**src/rtl/apb_regfile_slave_if.sv**
```systemverilog
// APB bus bundle between a master and the register-file slave.
interface apb_regfile_slave_if #(
  parameter int DATA_WIDTH = 32,
  parameter int ADDR_WIDTH = 32
);
  logic                      PSEL;
  logic                      PENABLE;
  logic                      PWRITE;
  logic [ADDR_WIDTH-1:0]     PADDR;
  logic [DATA_WIDTH-1:0]     PWDATA;
  logic [DATA_WIDTH/8-1:0]   PSTRB;
  logic                      PREADY;
  logic [DATA_WIDTH-1:0]     PRDATA;
  logic                      PSLVERR;

  modport master (
    output PSEL, PENABLE, PWRITE, PADDR, PWDATA, PSTRB,
    input  PREADY, PRDATA, PSLVERR
  );

  modport slave (
    input  PSEL, PENABLE, PWRITE, PADDR, PWDATA, PSTRB,
    output PREADY, PRDATA, PSLVERR
  );
endinterface

```
**src/rtl/apb_regfile_slave.sv**
```systemverilog
// APB slave bridging to an external register bank, with programmable wait
// states, address/read-only error decode and abort handling.
module apb_regfile_slave #(
  parameter int                    DATA_WIDTH  = 32,
  parameter int                    ADDR_WIDTH  = 32,
  parameter int                    NUM_REGS    = 16,
  parameter logic [ADDR_WIDTH-1:0] BASE_ADDR   = '0,
  parameter int                    WAIT_STATES = 0,
  parameter logic [NUM_REGS-1:0]   RO_MASK     = '0
) (
  input  logic                        CLK,
  input  logic                        nRST,
  apb_regfile_slave_if.slave          apb,
  input  logic [DATA_WIDTH-1:0]       read_data,
  output logic [DATA_WIDTH-1:0]       write_data,
  output logic [DATA_WIDTH/8-1:0]     write_strobe,
  output logic                        write_enable,
  output logic [$clog2(NUM_REGS)-1:0] register_select
);
  localparam int NB  = DATA_WIDTH / 8;
  localparam int LSB = $clog2(NB);
  localparam int IW  = $clog2(NUM_REGS);

  typedef enum logic {IDLE, ACCESS} state_t;

  state_t                state, state_nx;
  logic [2:0]            cnt, cnt_nx;
  logic                  load, ready;
  logic                  wr_q, err_q;
  logic [DATA_WIDTH-1:0] wdata_q;
  logic [NB-1:0]         strb_q;
  logic [IW-1:0]         idx_q;

  // Address decode; subtraction wraps so addresses below BASE_ADDR land out of range.
  logic [ADDR_WIDTH-1:0] offset, index;
  logic [NUM_REGS-1:0]   ro_sh;
  logic                  dec_err;

  assign offset  = apb.PADDR - BASE_ADDR;
  assign index   = offset >> LSB;
  assign ro_sh   = RO_MASK >> index[IW-1:0];
  assign dec_err = (|(offset & ADDR_WIDTH'(NB-1)))
                || (index >= ADDR_WIDTH'(NUM_REGS))
                || (apb.PWRITE && ro_sh[0] && (|apb.PSTRB));

  always_comb begin
    state_nx = state;
    cnt_nx   = cnt;
    load     = 1'b0;
    ready    = 1'b0;
    case (state)
      IDLE: begin
        if (apb.PSEL && !apb.PENABLE) begin
          load     = 1'b1;
          state_nx = ACCESS;
        end
      end
      ACCESS: begin
        if (!apb.PSEL) begin
          state_nx = IDLE;
          cnt_nx   = '0;
        end else if (!apb.PENABLE) begin
          load = 1'b1;
        end else if (cnt != '0) begin
          cnt_nx = cnt - 3'd1;
        end else begin
          ready    = 1'b1;
          state_nx = IDLE;
        end
      end
      default: state_nx = IDLE;
    endcase
    if (load) cnt_nx = 3'(WAIT_STATES);
  end

  always_ff @(posedge CLK or negedge nRST) begin
    if (!nRST) begin
      state   <= IDLE;
      cnt     <= '0;
      wr_q    <= 1'b0;
      err_q   <= 1'b0;
      wdata_q <= '0;
      strb_q  <= '0;
      idx_q   <= '0;
    end else begin
      state <= state_nx;
      cnt   <= cnt_nx;
      if (load) begin
        wr_q    <= apb.PWRITE;
        err_q   <= dec_err;
        wdata_q <= apb.PWDATA;
        strb_q  <= apb.PSTRB;
        idx_q   <= index[IW-1:0];
      end
    end
  end

  // All outputs derive from state, so an asserted reset zeroes them at once.
  assign register_select = (state == ACCESS && !err_q) ? idx_q : '0;
  assign apb.PREADY      = ready;
  assign apb.PSLVERR     = ready && err_q;
  assign write_enable    = ready && wr_q && !err_q && (|strb_q);
  assign write_data      = write_enable ? wdata_q : '0;
  assign write_strobe    = write_enable ? strb_q : '0;
  assign apb.PRDATA      = (ready && !wr_q && !err_q) ? read_data : '0;
endmodule

```
**src/flat_wrapper.sv**
```systemverilog
// flat-port wrapper written by rule: the top's interface ports become plain ports
module apb_regfile_slave_flat 
#(
  parameter int                    DATA_WIDTH  = 32,
  parameter int                    ADDR_WIDTH  = 32,
  parameter int                    NUM_REGS    = 16,
  parameter logic [ADDR_WIDTH-1:0] BASE_ADDR   = '0,
  parameter int                    WAIT_STATES = 0,
  parameter logic [NUM_REGS-1:0]   RO_MASK     = '0
)
  (CLK, nRST, read_data, write_data, write_strobe, write_enable, register_select, apb_PSEL, apb_PENABLE, apb_PWRITE, apb_PADDR, apb_PWDATA, apb_PSTRB, apb_PREADY, apb_PRDATA, apb_PSLVERR);
  apb_regfile_slave_if #(.DATA_WIDTH(DATA_WIDTH), .ADDR_WIDTH(ADDR_WIDTH)) apb_i ();
  input  logic CLK;
  input  logic nRST;
  input  logic [DATA_WIDTH-1:0] read_data;
  output logic [DATA_WIDTH-1:0] write_data;
  output logic [DATA_WIDTH/8-1:0] write_strobe;
  output logic write_enable;
  output logic [$clog2(NUM_REGS)-1:0] register_select;
  input wire logic [$bits(apb_i.PSEL)-1:0] apb_PSEL;
  input wire logic [$bits(apb_i.PENABLE)-1:0] apb_PENABLE;
  input wire logic [$bits(apb_i.PWRITE)-1:0] apb_PWRITE;
  input wire logic [$bits(apb_i.PADDR)-1:0] apb_PADDR;
  input wire logic [$bits(apb_i.PWDATA)-1:0] apb_PWDATA;
  input wire logic [$bits(apb_i.PSTRB)-1:0] apb_PSTRB;
  output wire logic [$bits(apb_i.PREADY)-1:0] apb_PREADY;
  output wire logic [$bits(apb_i.PRDATA)-1:0] apb_PRDATA;
  output wire logic [$bits(apb_i.PSLVERR)-1:0] apb_PSLVERR;
  assign apb_i.PSEL = apb_PSEL;
  assign apb_i.PENABLE = apb_PENABLE;
  assign apb_i.PWRITE = apb_PWRITE;
  assign apb_i.PADDR = apb_PADDR;
  assign apb_i.PWDATA = apb_PWDATA;
  assign apb_i.PSTRB = apb_PSTRB;
  assign apb_PREADY = apb_i.PREADY;
  assign apb_PRDATA = apb_i.PRDATA;
  assign apb_PSLVERR = apb_i.PSLVERR;
  apb_regfile_slave #(.DATA_WIDTH(DATA_WIDTH), .ADDR_WIDTH(ADDR_WIDTH), .NUM_REGS(NUM_REGS), .BASE_ADDR(BASE_ADDR), .WAIT_STATES(WAIT_STATES), .RO_MASK(RO_MASK)) u_core (.CLK(CLK), .nRST(nRST), .apb(apb_i), .read_data(read_data), .write_data(write_data), .write_strobe(write_strobe), .write_enable(write_enable), .register_select(register_select));
endmodule
```
**config.mk**
```make
export PLATFORM = sky130hd
export DESIGN_NAME = apb_regfile_slave_flat
export DESIGN_NICKNAME = d
export VERILOG_FILES = /design/src/rtl/apb_regfile_slave_if.sv /design/src/rtl/apb_regfile_slave.sv /design/src/flat_wrapper.sv
export SDC_FILE = /design/constraint.sdc
export NUM_CORES = 1
export LEC_CHECK = 0
export ABC_CLOCK_PERIOD_IN_PS = 5250
export CORE_ASPECT_RATIO = 1.25
export CORE_UTILIZATION = 45
export CTS_BUF_LIST = sky130_fd_sc_hd__clkbuf_4 sky130_fd_sc_hd__clkbuf_8
export DETAILED_ROUTE_END_ITERATION = 8
export DONT_BUFFER_PORTS = 1
export HOLD_SLACK_MARGIN = 0.03
export PLACE_DENSITY_LB_ADDON = 0.12
export SLEW_MARGIN = 15
export SYNTH_ARGS = -nofsm -noshare
export SYNTH_HDL_FRONTEND = slang
export SYNTH_SLANG_ARGS = --single-unit
```
**constraint.sdc**
```tcl
create_clock -name CLK -period 5.25 [get_ports CLK]
set_input_delay 0.525 -clock CLK [delete_from_list [all_inputs] [get_ports CLK]]
set_output_delay 0.525 -clock CLK [all_outputs]
set_load 0.01 [all_outputs]
```
==> flow_summary_export.csv <==
group,metric,value,unit
cells_and_area,layout.nets,315,
die,die_area,5700,um^2
timing,period_minus_slack,3.22,ns
detailed_routing,route.detailed.drc,0,
timing,hold_viol_final,0,
logic_synthesis,avgSynthCellArea,11.6,um^2
timing,tightestPinTransition,1.08,ns
placement,place_congestion,0.701,
pwr,seqPwrFrac,0.586,
critical_path,r2r_setup_slack,3.67,ns
logic_synthesis,synth_seq_cells,46,
pwr,ir_drop,0.000230,V
cells_and_area,layout-drive-gt1-share,0.0718,
cells_and_area,fillers,468,
cells_and_area,fin_util,0.499,
timing,rsz0062_at_grt,"false",
timing,finalSetupTns,0,ns
detailed_routing,dr.pass1.iters,3,
placement,place_ws,2.36,ns
cells_and_area,layout_commonest_cell,"and2_1",
detailed_routing,drtIter0Drc,13,
clock_tree,cts_buffer_depth,2,
critical_path,r2r_start,"u_core.cnt[0]",
critical_path,setup.worst_path.class,"flip-flop to output pin",
pwr,power_density,287,nW/um^2
global_route,grt_first_pass_wirelength,9.24,mm
logic_synthesis,synth_top_area_frac,0.474,
global_route,grt-ovfl-total,0,
clock_tree,cts_sinks,46,
clock_tree,cts_tree,"built",
clock_tree,clkTransAtPathRegs,0.08,ns
critical_path,r2r-end,"u_core.cnt[2]",
cells_and_area,syn_to_final_growth,5.77,%
logic_synthesis,synth_cell_types,27,
timing,final_max_slew_viol_count,0,
clock_tree,root_buffer,"clkbuf_8",
run,max_cap_violations,0,
timing,slew_headroom,0.276,
die,ioPinCount,180,
pwr,p_sw,0.188,mW
clock_tree,htreeDepth,2,
detailed_routing,vias_per_cell,5.91,
global_route,grt_max_degree,47,
logic_synthesis,syn_inst,210,
logic_synthesis,yosys_most_used_dff,"dfrtp_1",
global_route,grt_antenna_before_repair,5,
die,num_rows,29,
clock_tree,clock_latency,0.29,ns
cells_and_area,most-common-layout-cells,"and2_1 (73), dfrtp_1 (46), mux2_1 (41)",
die,initial_core_util,0.472,
critical_path,crit_path_end,"write_data[20]",
timing,setup_ws,2.03,ns
logic_synthesis,yosysTopAreaCell,"dfrtp_1",
die,fp.dieW,67.7,um
detailed_routing,routed_wl,6.48,mm
global_route,grt_pass1_vias,1746,
logic_synthesis,synth_edf_count,0,
pwr,p_leak,1.09,nW
critical_path,r2r_cells,6,
clock_tree,cts_inserted_buffers,5,
pwr,combinationalPowerShare,0.120,
critical_path,crit_path_end_kind,"output pin",
detailed_routing,ant_nets,0,
logic_synthesis,netlist_area,2430,um^2
placement,dpl.hpwl,5.17,mm
logic_synthesis,synth.area.top_cells,"dfrtp_1 (47%), mux2_1 (19%), and2_1 (19%)",
pwr,sw_frac_of_total,0.254,
pwr,clkPwrFrac,0.293,
logic_synthesis,yosys_warnings,0,
global_route,grt_use_total,0.232,
timing,max_freq,0.311,GHz
timing,finClkSkew,0.00212,ns
critical_path,cp_max_fo,37,
die,die_h,84.2,um
logic_synthesis,ys_seq_area_frac,0.474,
logic_synthesis,synth_fp_nets,317,
detailed_routing,num_vias,1618,
critical_path,cp-start-kind,"flip-flop",
placement,portBuffers,0,
worst_hold_path,hp-class,"primary input to asynchronous set/reset pin",
critical_path,crit_start,"u_core.cnt[0]",
timing,period_share,0.613,
outcome,status,"finished, final reports clean",
detailed_routing,wl_per_cell,23.6,um
logic_synthesis,synthArstFlopShare,1.00,
clock_tree,postCtsSetupBuffers,0,
critical_path,cp.arrival,2.69,ns
critical_path,cp_data_required_time,4.72,ns
pwr,power.internal,0.551,mW
timing,setup_viol_count_final,0,
die,fp.coreArea,5150,um^2
per-stage QoR:
stage	total power, mW	instances	cell area (um^2)	hold WS, ns
after global routing	0.777	272	2560	0.0703
after floorplan	0.498	210	2430	0.229
after detailed placement	0.522	262	2440	0.231
after global placement	0.511	262	2440	0.231
final	0.739	274	2570	0.0592
after CTS	0.748	271	2560	0.0657
cell type report:
| type | instances | area, um^2 | area share |
|---|---|---|---|
| flip-flops and latches | 46 | 1150 | 0.448 |
| inverters | 5 | 18.8 | 0.00730 |
| diodes | 3 | 7.51 | 0.00292 |
| clock buffers | 6 | 76.3 | 0.0297 |
| well taps | 62 | 77.6 | 0.0302 |
| clock inverters | 2 | 13.8 | 0.00536 |
| repair buffers | 2 | 35.0 | 0.0136 |
| multi-input cells | 148 | 1190 | 0.463 |
metal layers:
metal	share of wire	GRT usage	vias up
met5	0.0037	0	-
met4	0.028	0.0870	4
met3	0.12	0.113	17
met2	0.52	0.404	110
met1	0.33	0.229	777
li1	-	-	710
worst min-delay path by stage:
stage | endpoint | slack, ns | start | cells past startpoint
floorplan | u_core.cnt[0] | 0.23 | nRST | 0
global placement | u_core.wdata_q[4] | 0.23 | nRST | 0
detailed placement | u_core.wdata_q[4] | 0.23 | nRST | 0
CTS | u_core.idx_q[3] | 0.07 | nRST | 1
global route | u_core.idx_q[2] | 0.07 | nRST | 1
finish | u_core.cnt[1] | 0.06 | nRST | 1
flip-flops by register name (all words and copies together) (netlist names):
signal          count
u_core.wr_q         1
u_core.state        1
u_core.err_q        1
u_core.cnt          3
u_core.idx_q        4
u_core.strb_q       4
u_core.wdata_q     32
cell usage after synthesis, types with 2 or more instances:
cell,n
buf_6,3
inv_1,5
mux2_1,41
dfrtp_1,46
and2_1,73
nor2_1,3
a21oi_1,2
a211oi_1,2
nand4_1,2
a21boi_0,2
buf_2,4
ha_1,2
nand2_1,2
buf_4,4
nor4_1,7
kinds of logic (layout without fill, tap and decap cells):
kind of cell               after synthesis  in the layout  synth area share
AOI/OAI and AO/OA                       12             12            0.0391
adders and majority gates                2              2            0.0103
buffers and inverters                   16             15            0.0422
DFF                                     46             46             0.474
muxes                                   41             41             0.190
other                                    0              3                 0
and+or+nand+nor                         93             93             0.245
worst max-delay path: stages (launching register included):
cell     delay (ns)
dfrtp_1        0.41
inv_1          0.08
ha_1           0.15
ha_1           0.29
nand4_2        0.22
nor3_4         0.91
and2_1         0.32
power by group through the flow:
stage	clock [mW]	sequential [mW]	combinational [mW]
after floorplan	0	0.428	0.0700
final	0.217	0.433	0.0888
after global routing	0.235	0.440	0.101
after global placement	0	0.436	0.0749
after detailed placement	0	0.440	0.0814
after CTS	0.224	0.433	0.0910
what timing repair did:
action,4_1_cts,5_1_grt
resized for setup,0,0
hold buffers,1,0
hold endpoints to repair,46,0
(Power assumes the default switching activity.)
